$ cat config.mk
export PLATFORM = sky130hd
export DESIGN_NAME = tdm_demux
export DESIGN_NICKNAME = d
export VERILOG_FILES = /design/src/rtl/tdm_demux.sv
export SDC_FILE = /design/constraint.sdc
export NUM_CORES = 1
export LEC_CHECK = 0
export ABC_CLOCK_PERIOD_IN_PS = 4750
export CORE_ASPECT_RATIO = 1.2
export CORE_MARGIN = 2
export CORE_UTILIZATION = 54
export DETAILED_ROUTE_END_ITERATION = 6
export PLACE_DENSITY = 0.83
export RECOVER_POWER = 25
export SYNTH_ARGS = -nofsm -noshare
export SYNTH_HDL_FRONTEND = slang
export SYNTH_SLANG_ARGS = --single-unit
export TNS_END_PERCENT = 5
$ cat constraint.sdc
create_clock -name clk -period 4.75 [get_ports clk]
set_input_delay 0.7125 -clock clk [delete_from_list [all_inputs] [get_ports clk]]
set_output_delay 0.7125 -clock clk [all_outputs]
set_load 0.03 [all_outputs]
$ cat src/rtl/tdm_demux.sv
// tdm_demux: receive side of a TDM link.
// Serial per-channel samples framed by an in_sof marker are gathered into
// shadow slots and handed out as one parallel frame over a valid/ready port.
// Optional build macro TDM_DEMUX_FRAME_CNT_EN adds a 16-bit delivered-frame
// counter output (frame_cnt).
module tdm_demux #(
    parameter int WIDTH = 8,
    parameter int N_CH  = 4,
    parameter int SEL_W = $clog2(N_CH)
) (
    input  logic                  clk,
    input  logic                  rst,
    input  logic                  in_valid,
    input  logic                  in_sof,
    input  logic [WIDTH-1:0]      in_data,
    output logic                  in_ready,
    output logic [N_CH*WIDTH-1:0] out_data,
    output logic                  out_valid,
    input  logic                  out_ready,
    output logic [SEL_W-1:0]      cur_sel,
    output logic                  err_sync
`ifdef TDM_DEMUX_FRAME_CNT_EN
    ,
    output logic [15:0]           frame_cnt
`endif
);

    typedef enum logic {IDLE, COLLECT} state_t;

    state_t                       state, state_nxt;
    logic [N_CH-1:0][WIDTH-1:0]   shadow;
    logic [N_CH-1:0][WIDTH-1:0]   frame;
    logic                         acc, last;
    logic                         do_first, do_store, do_done, do_early;

    // The only stall: final sample would complete a frame while the previous
    // one is still waiting on the consumer.
    assign last     = (cur_sel == SEL_W'(N_CH - 1));
    assign in_ready = !(state == COLLECT && last && out_valid && !out_ready);
    assign acc      = in_valid && in_ready;

    // Completed frame: stored slots plus the sample arriving this cycle on top.
    always_comb begin
        frame         = shadow;
        frame[N_CH-1] = in_data;
    end

    // State register.
    always_ff @(posedge clk) begin
        if (rst) state <= IDLE;
        else     state <= state_nxt;
    end

    // Next-state and datapath control decode.
    always_comb begin
        state_nxt = state;
        do_first  = 1'b0;
        do_store  = 1'b0;
        do_done   = 1'b0;
        do_early  = 1'b0;
        case (state)
            IDLE: begin
                // Samples before the first marker carry no channel alignment.
                if (acc && in_sof) begin
                    do_first  = 1'b1;
                    state_nxt = COLLECT;
                end
            end
            COLLECT: begin
                if (acc) begin
                    if (in_sof) begin
                        // Restart on an early marker; earlier slots get overwritten.
                        do_first = 1'b1;
                        do_early = 1'b1;
                    end else if (last) begin
                        do_done   = 1'b1;
                        state_nxt = IDLE;
                    end else begin
                        do_store = 1'b1;
                    end
                end
            end
            default: state_nxt = IDLE;
        endcase
    end

    // Shadow slots, channel pointer, output frame register and sync error pulse.
    always_ff @(posedge clk) begin
        if (rst) begin
            shadow    <= '0;
            cur_sel   <= '0;
            out_data  <= '0;
            out_valid <= 1'b0;
            err_sync  <= 1'b0;
        end else begin
            err_sync <= do_early;
            if (do_first) begin
                shadow[0] <= in_data;
                cur_sel   <= SEL_W'(1);
            end
            if (do_store) begin
                shadow[cur_sel] <= in_data;
                cur_sel         <= cur_sel + SEL_W'(1);
            end
            // A completing frame wins over delivery so back-to-back frames
            // keep out_valid high with no bubble.
            if (do_done) begin
                out_data  <= frame;
                out_valid <= 1'b1;
                cur_sel   <= '0;
            end else if (out_ready) begin
                out_valid <= 1'b0;
            end
        end
    end

`ifdef TDM_DEMUX_FRAME_CNT_EN
    // Delivered-frame counter, wraps naturally at 16 bits.
    always_ff @(posedge clk) begin
        if (rst)                         frame_cnt <= 16'd0;
        else if (out_valid && out_ready) frame_cnt <= frame_cnt + 16'd1;
    end
`endif

endmodule

==> results of run 1 <==
==> cells by family (layout without fill, tap and decap cells) <==
kind of cell / count (synthesis) / after routing
AOI/OAI and AO/OA: 102 / 102
and+or+nand+nor: 78 / 78
DFF: 61 / 61
buffers and inverters: 31 / 71
muxes: 8 / 8
adders and majority gates: 4 / 4
==> worst min path at each step <==
stage / slack, ns / endpoint / from
after floorplan: 0.44 / out_data[10]$_SDFFE_PP0P_ / frame[10]$_SDFFE_PP0P_
after detailed placement: 0.45 / out_data[13]$_SDFFE_PP0P_ / frame[13]$_SDFFE_PP0P_
final: 0.46 / out_data[15]$_SDFFE_PP0P_ / frame[15]$_SDFFE_PP0P_
after CTS: 0.46 / out_data[13]$_SDFFE_PP0P_ / frame[13]$_SDFFE_PP0P_
after global placement: 0.45 / out_data[9]$_SDFFE_PP0P_ / frame[9]$_SDFFE_PP0P_
after global routing: 0.47 / out_data[13]$_SDFFE_PP0P_ / frame[13]$_SDFFE_PP0P_
==> per-stage QoR <==
stage	hold slack, ns	std cells
final	0.458	382
after global routing	0.470	382
after CTS	0.460	382
after detailed placement	0.450	366
after global placement	0.452	366
after floorplan	0.440	284
==> critical path, delay by kind of cell <==
family,cells,cell delay (ns)
buffers and inverters,2,1.20
AND/OR/NAND/NOR,1,0.24
==> routing by layer <==
layer  wire [um]  track usage  part of all wire  vias to the layer above
met5           0            0                 0                        -
met4          95        0.100             0.017                        0
met3         380       0.0573             0.068                        9
met2        2800        0.380              0.50                       66
met1        2340        0.297              0.42                     1014
li1            -            -                 -                     1088
==> power by group <==
group | total, W | internal, W | switching (W) | leakage (nW)
Clock | 0.000373 | 0.000185 | 0.000188 | 0.0829
Combinational | 0.0000543 | 0.0000230 | 0.0000313 | 0.520
Sequential | 0.000522 | 0.000518 | 0.00000454 | 0.493
==> layout make-up <==
cell class | count | area, um^2
clock buffers | 11 | 131
clock inverters | 5 | 27.5
fillers | 410 | 1430
inverters | 4 | 15.0
multi-input cells | 192 | 1140
flip-flops and latches | 61 | 1220
well taps | 58 | 72.6
repair buffers | 51 | 497
==> synth_stat cells <==
cell | n | area share
dfxtp_1 | 61 | 0.49
buf_6 | 2 | 0.0090
nand2b_1 | 17 | 0.043
o21ai_0 | 48 | 0.096
buf_2 | 3 | 0.0060
mux2i_1 | 8 | 0.032
nor2b_1 | 1 | 0.0025
nand2_1 | 1 | 0.0015
nand3_1 | 49 | 0.098
buf_1 | 4 | 0.0060
a32oi_4 | 1 | 0.011
nor3b_1 | 1 | 0.0030
clkbuf_1 | 17 | 0.026
nor4bb_4 | 1 | 0.010
nor3_1 | 1 | 0.0020
and4b_1 | 1 | 0.0040
ha_1 | 4 | 0.020
a21oi_1 | 50 | 0.10
nor2_1 | 2 | 0.0030
a2111oi_2 | 1 | 0.0060
a311o_1 | 1 | 0.0040
buf_4 | 1 | 0.0030
nor2_2 | 1 | 0.0025
a211oi_2 | 1 | 0.0050
nand4bb_1 | 1 | 0.0045
nand4b_1 | 2 | 0.0070
inv_1 | 4 | 0.0060
==> sequential cells by signal (all words and copies together) (netlist names) <==
name / count
err_sync: 1
frame: 24
out_data: 32
out_valid: 1
cur_sel: 2
state: 1
==> results.yml, run 1 <==
synthesis:
  syn_avg_cell_area_um2: 8.79
  synth-seq-area-share: 0.489
  ys_warn_count: 0
  netlist_area_um2: 2500
  synth_nets: 301
  synthMuxAreaShare: 0.0321
  synth_xor_area_frac: 0
  synthAdderAreaFrac: 0.0200
  netlist_instances: 284
  synth_cell_type_count: 27
  yosys.area_share.simple: 0.181
  synth_top_family_by_area: "compound AO/OA/AOI/OAI gates"
  ys_ff_latch: 61
  synth_compound_area_frac: 0.222
sta:
  setup_violations: 0
  worst_pin_slew_ns: 1.31
  max-slew-margin-rel: 0.124
  fin_crit_ns: 2.87
  period_share: 0.605
  worst_slack_ns: 1.88
  max_freq_mhz: 348
  skew_ns: 0.00624
  setup_tns_ns: 0
  hold_viol_final: 0
  final_max_slew_viol_count: 0
  grt_setup_unrepaired: "no"
global_routing:
  track_usage: 0.236
  globalRoute.totalOverflow: 0
  grt_antenna_before_repair: 0
  grt_max_degree: 70
  first_global_vias: 1998
  grt_first_pass_wirelength_mm: 9.45
worst_setup_path:
  start_kind: "input pin"
  worstSetupEndpoint: "in_ready"
  cpPeakStageDelay_ns: 0.72
  r2r_cells: 5
  cp_slowest_cell: "clkdlybuf4s50_1"
  worst-r2r-setup-slack_ns: 2.42
  crit_path_max_fanout: 4
  critPathLaunch: "out_ready"
  worst_r2r_endpoint: "cur_sel[0]$_SDFFE_PP0P_"
  crit_arrival_ns: 2.16
  r2r-start: "cur_sel[0]$_SDFFE_PP0P_"
  endpoint_kind: "primary output"
  crit_path_cell_trace: "clkdlybuf4s50_1 -> nand4b_1 -> clkdlybuf4s50_1"
  path_class: "in -> out"
  cp_common_cell: "clkdlybuf4s50_1"
  cp.required_ns: 4.04
routing:
  via_per_inst: 5.70
  drt_iter0_markers: 106
  ant_nets: 0
  firstDrtPassIters: 4
  wl_per_cell_um: 14.7
  drt_wl_total_mm: 5.62
  drc: 0
  vias: 2177
power:
  leakage_nw: 1.10
  power_density_nw_per_um2: 306
  p_total_w: 0.000950
  vdd_drop_max_v: 0.000230
floorplanning:
  die_y_um: 78.5
  die_w_um: 66.1
  initial_utilization: 0.552
  io_pins: 50
  die_area_um2: 5190
  std_cell_rows: 27
  coreArea_um2: 4530
clock_network:
  cts_max_path_buffers: 2
  cts-root-buf: "clkbuf_8"
  cts_tree: "built"
  cts_resized: 0
  cts_buffers: 9
  clock_latency_ns: 0.33
  clkTransAtPathRegs_ns: 0.06
  hold_buffers: 0
  cts_setup_buffers: 0
  clock-sinks: 61
  htreeDepth: 3
finish:
  mostFrequentLayoutCell: "dfxtp_1"
  num_antenna_cells: 0
  area_growth_pct: 24.2
  drive_gt1_frac: 0.0648
  fin_util: 0.685
  fin_area_um2: 3100
  final_cell_mix: "61 x dfxtp_1, 50 x a21oi_1, 49 x nand3_1, 48 x o21ai_0, 25 x clkdlybuf4s50_1"
  finalNetCount: 336
place:
  post-dp-hpwl_mm: 3.55
  dpl_worst_slack_ns: 1.85
  port_buffers: 49
  placed_area_um2: 2950
  globalplace.congestion: 0.836
job:
  drv_cap: 0
hold_path:
  worstHoldPathType: "reg -> reg"
  min_path_cells: 2
outcome:
  outcome: "complete, no violations"
Power figures use the tool's default switching activity.
==> inputs of run 2 (changes only) <==
--- a/config.mk
+++ b/config.mk
@@ -5,12 +5,12 @@
 export SDC_FILE = /design/constraint.sdc
 export NUM_CORES = 1
 export LEC_CHECK = 0
-export ABC_CLOCK_PERIOD_IN_PS = 4750
+export ABC_CLOCK_PERIOD_IN_PS = 2400
 export CORE_ASPECT_RATIO = 1.2
 export CORE_MARGIN = 2
-export CORE_UTILIZATION = 54
+export CORE_UTILIZATION = 46
 export DETAILED_ROUTE_END_ITERATION = 6
-export PLACE_DENSITY = 0.83
+export PLACE_DENSITY = 0.75
 export RECOVER_POWER = 25
 export SYNTH_ARGS = -nofsm -noshare
 export SYNTH_HDL_FRONTEND = slang
==> constraint.sdc (replaced) <==
create_clock -name clk -period 2.4 [get_ports clk]
set_input_delay 0.36 -clock clk [delete_from_list [all_inputs] [get_ports clk]]
set_output_delay 0.36 -clock clk [all_outputs]
set_load 0.03 [all_outputs]
==> results.yml, run 2 (synthesis gave the netlist of run 1 again) <==
place:
  port_buffers: 49
  dpl_worst_slack_ns: 0.318
  globalplace.congestion: 0.820
  dp_cells: 378
  post-dp-hpwl_mm: 3.78
  placed_area_um2: 3010
routing:
  wl_per_cell_um: 14.7
  via_per_inst: 5.58
  drc: 0
  ant_nets: 0
  drt_wl_total_mm: 5.79
  firstDrtPassIters: 4
  drt_iter0_markers: 213
  vias: 2199
sta:
  hold_viol_final: 0
  max_freq_mhz: 460
  setup_violations: 0
  final_max_slew_viol_count: 0
  max-slew-margin-rel: 0.591
  skew_ns: 0.00681
  worst_pin_slew_ns: 0.613
  setup_tns_ns: 0
  fin_crit_ns: 2.17
  worst_slack_ns: 0.227
  grt_setup_unrepaired: "no"
  period_share: 0.906
global_routing:
  grt-busiest-layer: "met2"
  track_usage: 0.203
  grt_antenna_before_repair: 0
  use_met1: 0.267
  grt_first_pass_wirelength_mm: 9.67
  grt_max_degree: 39
  gr-usage-met2: 0.304
  grtUsageMet3: 0.0624
  first_global_vias: 1987
  globalRoute.totalOverflow: 0
power:
  leakage_nw: 1.10
  power_density_nw_per_um2: 655
  vdd_drop_max_v: 0.000466
floorplanning:
  initial_utilization: 0.475
  die_area_um2: 6040
  die_w_um: 71.3
  coreArea_um2: 5260
  io_pins: 50
  std_cell_rows: 29
  die_y_um: 84.7
clock_network:
  cts_buffers: 9
  clock-sinks: 61
  cts_max_path_buffers: 2
  clock_latency_ns: 0.33
  hold_buffers: 0
  cts_setup_buffers: 0
  cts-root-buf: "clkbuf_8"
  cts_tree: "built"
  clkTransAtPathRegs_ns: 0.07
  htreeDepth: 3
  cts_resized: 0
worst_setup_path:
  crit_path_max_fanout: 5
  endpoint_kind: "primary output"
  worst_r2r_endpoint: "out_data[8]$_SDFFE_PP0P_"
  cp.required_ns: 2.04
  r2r_cells: 5
  path_class: "reg -> out"
  worst-r2r-setup-slack_ns: 0.54
  r2r-start: "cur_sel[0]$_SDFFE_PP0P_"
  start_kind: "register"
  crit_arrival_ns: 1.81
finish:
  finalNetCount: 344
  fin_util: 0.609
  largest_reg_flops: 32
  mostFrequentLayoutCell: "dfxtp_1"
  fin_area_um2: 3200
  largest-register: "out_data"
  area_growth_pct: 28.2
  final_cell_mix: "61 x dfxtp_1, 50 x a21oi_1, 49 x nand3_1, 48 x o21ai_0, 41 x clkdlybuf4s50_1"
  fin_cells: 394
  num_antenna_cells: 0
  drive_gt1_frac: 0.0873
hold_path:
  worstHoldPathType: "reg -> reg"
  min_path_cells: 2
  hold_start: "frame[13]$_SDFFE_PP0P_"
  hold_end: "out_data[13]$_SDFFE_PP0P_"
job:
  drv_cap: 0
outcome:
  outcome: "complete, no violations"
run 2: cell types whose count changed in the layout (fill, tap and decap cells not counted), sizes merged:
cell	before	now
buf	2	9
bufinv	0	1
clkbuf	12	15
clkdlybuf4s50	25	41
clkinv	4	1
dlygate4sd3	23	7
run 2: area by class of cell:
| class | instances | area [um^2] |
|---|---|---|
| repair buffers | 59 | 554 |
| fillers | 472 | 2060 |
| clock inverters | 3 | 42.5 |
| multi-input cells | 192 | 1120 |
| inverters | 4 | 15.0 |
| clock buffers | 13 | 169 |
| well taps | 62 | 77.6 |
| flip-flops and latches | 61 | 1220 |
run 2: how the worst max path moves through the flow:
stage                                  from                       to  cells after the start
finish              cur_sel[0]$_SDFFE_PP0P_                 in_ready                      3
global route        cur_sel[0]$_SDFFE_PP0P_                 in_ready                      3
CTS                 cur_sel[0]$_SDFFE_PP0P_                 in_ready                      3
detailed placement                   in_sof  cur_sel[0]$_SDFFE_PP0P_                      5
global placement                  out_ready                 in_ready                      3
floorplan           cur_sel[0]$_SDFFE_PP0P_      frame[0]$_SDFF_PP0_                      4
run 2: per-layer routing:
layer	vias to the layer above	wire, um
li1	1096	-
met1	1047	2700
met2	51	2740
met3	5	281
met4	0	70
met5	-	0
run 2: stage by stage:
step | total power (W) | hold WS (ns)
floorplan | 0.00112 | 0.440
global placement | 0.00117 | 0.452
detailed placement | 0.00117 | 0.460
CTS | 0.00211 | 0.465
global route | 0.00217 | 0.487
finish | 0.00210 | 0.463
run 2: worst max-delay path, cell delays in order (launching register included):
cell and delay, ns:
dfxtp_1 0.44, ha_1 0.29, nand4b_1 0.14, clkdlybuf4s50_1 0.61
run 2: report_power, final:
part | switching (W) | internal (W)
clock network | 0.000391 | 0.000564
registers | 0.00000905 | 0.00102
logic | 0.0000629 | 0.0000481
==> inputs of run 3 (changes only) <==
--- a/config.mk
+++ b/config.mk
@@ -7,7 +7,6 @@
 export LEC_CHECK = 0
 export ABC_CLOCK_PERIOD_IN_PS = 2400
 export CORE_ASPECT_RATIO = 1.2
-export CORE_MARGIN = 2
 export CORE_UTILIZATION = 46
 export DETAILED_ROUTE_END_ITERATION = 6
 export PLACE_DENSITY = 0.75
==> results.yml, run 3 (synthesis gave the netlist of run 1 again) <==
outcome:
  outcome: "finished, violations left"
  failed_checks: "design-rule violations"
routing:
  via_per_inst: 5.59
  drt_wl_total_mm: 5.76
  wl_per_cell_um: 14.6
  drc: 2
  vias: 2202
  firstDrtPassIters: 7
  drt_iter0_markers: 146
  ant_nets: 0
place:
  post-dp-hpwl_mm: 3.78
  port_buffers: 49
  globalplace.congestion: 0.789
finish:
  largest_reg_flops: 32
  fin_util: 0.606
  regArea_um2: 1220
  area_growth_pct: 27.8
  largest-register: "out_data"
  mostFrequentLayoutCell: "dfxtp_1"
  num_antenna_cells: 0
  drive_gt1_frac: 0.0904
  fill_cells: 451
  final_cell_mix: "61 x dfxtp_1, 50 x a21oi_1, 49 x nand3_1, 48 x o21ai_0, 37 x clkdlybuf4s50_1"
  multi_input_area_um2: 1140
  finalNetCount: 344
clock_network:
  clock_latency_ns: 0.33
  cts_buffers: 9
  cts_max_path_buffers: 2
  htreeDepth: 3
  clkTransAtPathRegs_ns: 0.07
  cts_resized: 0
  cts-root-buf: "clkbuf_8"
  cts_tree: "built"
  clock-sinks: 61
  cts_setup_buffers: 0
  hold_buffers: 0
sta:
  final_max_slew_viol_count: 0
  setup_tns_ns: 0
  max_freq_mhz: 452
  setup_violations: 0
  period_share: 0.921
  max-slew-margin-rel: 0.466
  hold_viol_final: 0
  fin_crit_ns: 2.21
  grt_setup_unrepaired: "no"
  worst_pin_slew_ns: 0.801
  skew_ns: 0.00726
floorplanning:
  die_area_um2: 5730
  std_cell_rows: 29
  coreArea_um2: 5260
  initial_utilization: 0.475
  die_y_um: 82.7
  io_pins: 50
  die_w_um: 69.3
power:
  p_int_w: 0.00153
  power_frac_clock: 0.423
  power_density_nw_per_um2: 623
  vdd_drop_max_v: 0.000397
  pwr-share-seq: 0.520
  leakage_nw: 1.11
  combPwrFrac: 0.057
  switching_power_w: 0.000456
  swShare: 0.230
worst_setup_path:
  crit_arrival_ns: 1.85
  endpoint_kind: "primary output"
  start_kind: "register"
  crit_path_max_fanout: 5
  cp.required_ns: 2.04
  path_class: "reg -> out"
job:
  drv_cap: 0
hold_path:
  worstHoldPathType: "reg -> reg"
global_routing:
  track_usage: 0.216
  globalRoute.totalOverflow: 0
  grt_antenna_before_repair: 0
  grt_first_pass_wirelength_mm: 9.59
  first_global_vias: 2016
  grt_max_degree: 52
## run 3: cell types whose count changed in the layout (fill, tap and decap cells not counted), sizes merged
| cell | before | now |
|---|---|---|
| buf | 9 | 8 |
| bufinv | 1 | 0 |
| clkbuf | 15 | 16 |
| clkdlybuf4s50 | 41 | 37 |
| clkinv | 1 | 3 |
| clkinvlp | 1 | 0 |
| dlygate4sd3 | 7 | 11 |
## run 3: power groups by stage
stage	Clock [W]	Sequential, W	Combinational (W)
after CTS	0.000863	0.00103	0.000114
final	0.000840	0.00103	0.000114
after global placement	0	0.00106	0.000111
after global routing	0.000906	0.00103	0.000123
after floorplan	0	0.00106	0.0000639
after detailed placement	0	0.00106	0.000113
## run 3: layout make-up
class / instances / share of cell area
sequential: 61 / 0.383
inverter: 4 / 0.00471
tap: 62 / 0.0243
multi-input combinational: 192 / 0.356
timing repair buffer: 59 / 0.173
clock inverter: 3 / 0.00588
clock buffer: 13 / 0.0529
## run 3: final timing paths
path / cells past startpoint / to / start / slack, ns
max: 3 / in_ready / cur_sel[0]$_SDFFE_PP0P_ / 0.19
min: 2 / out_data[15]$_SDFFE_PP0P_ / frame[15]$_SDFFE_PP0P_ / 0.46
max reg2reg: 5 / out_data[28]$_SDFFE_PP0P_ / cur_sel[0]$_SDFFE_PP0P_ / 0.48
min reg2reg: 2 / out_data[15]$_SDFFE_PP0P_ / frame[15]$_SDFFE_PP0P_ / 0.46
## run 3: critical path: stages (launching register included)
cell and delay (ns):
dfxtp_1 0.44, ha_1 0.31, nand4b_1 0.15, clkdlybuf4s50_1 0.62
## run 3: through the flow
stage          setup WS, ns  power [W]  cells  hold WS, ns  area [um^2]
6_report              0.189    0.00199    394        0.462         3190
5_1_grt              0.0951    0.00206    394        0.481         3190
4_1_cts               0.170    0.00201    394        0.465         3200
3_5_place_dp          0.314    0.00117    378        0.455         3010
3_3_place_gp          0.385    0.00117    378        0.452         3010
2_1_floorplan         0.224    0.00112    284        0.440         2500
## run 3: per-layer routing
| metal | GRT usage | vias to the layer above | share of wire |
|---|---|---|---|
| met3 | 0.0619 | 7 | 0.053 |
| met1 | 0.260 | 1022 | 0.45 |
| met5 | 0 | - | 0 |
| li1 | - | 1096 | - |
| met4 | 0.0980 | 0 | 0.011 |
| met2 | 0.361 | 77 | 0.49 |
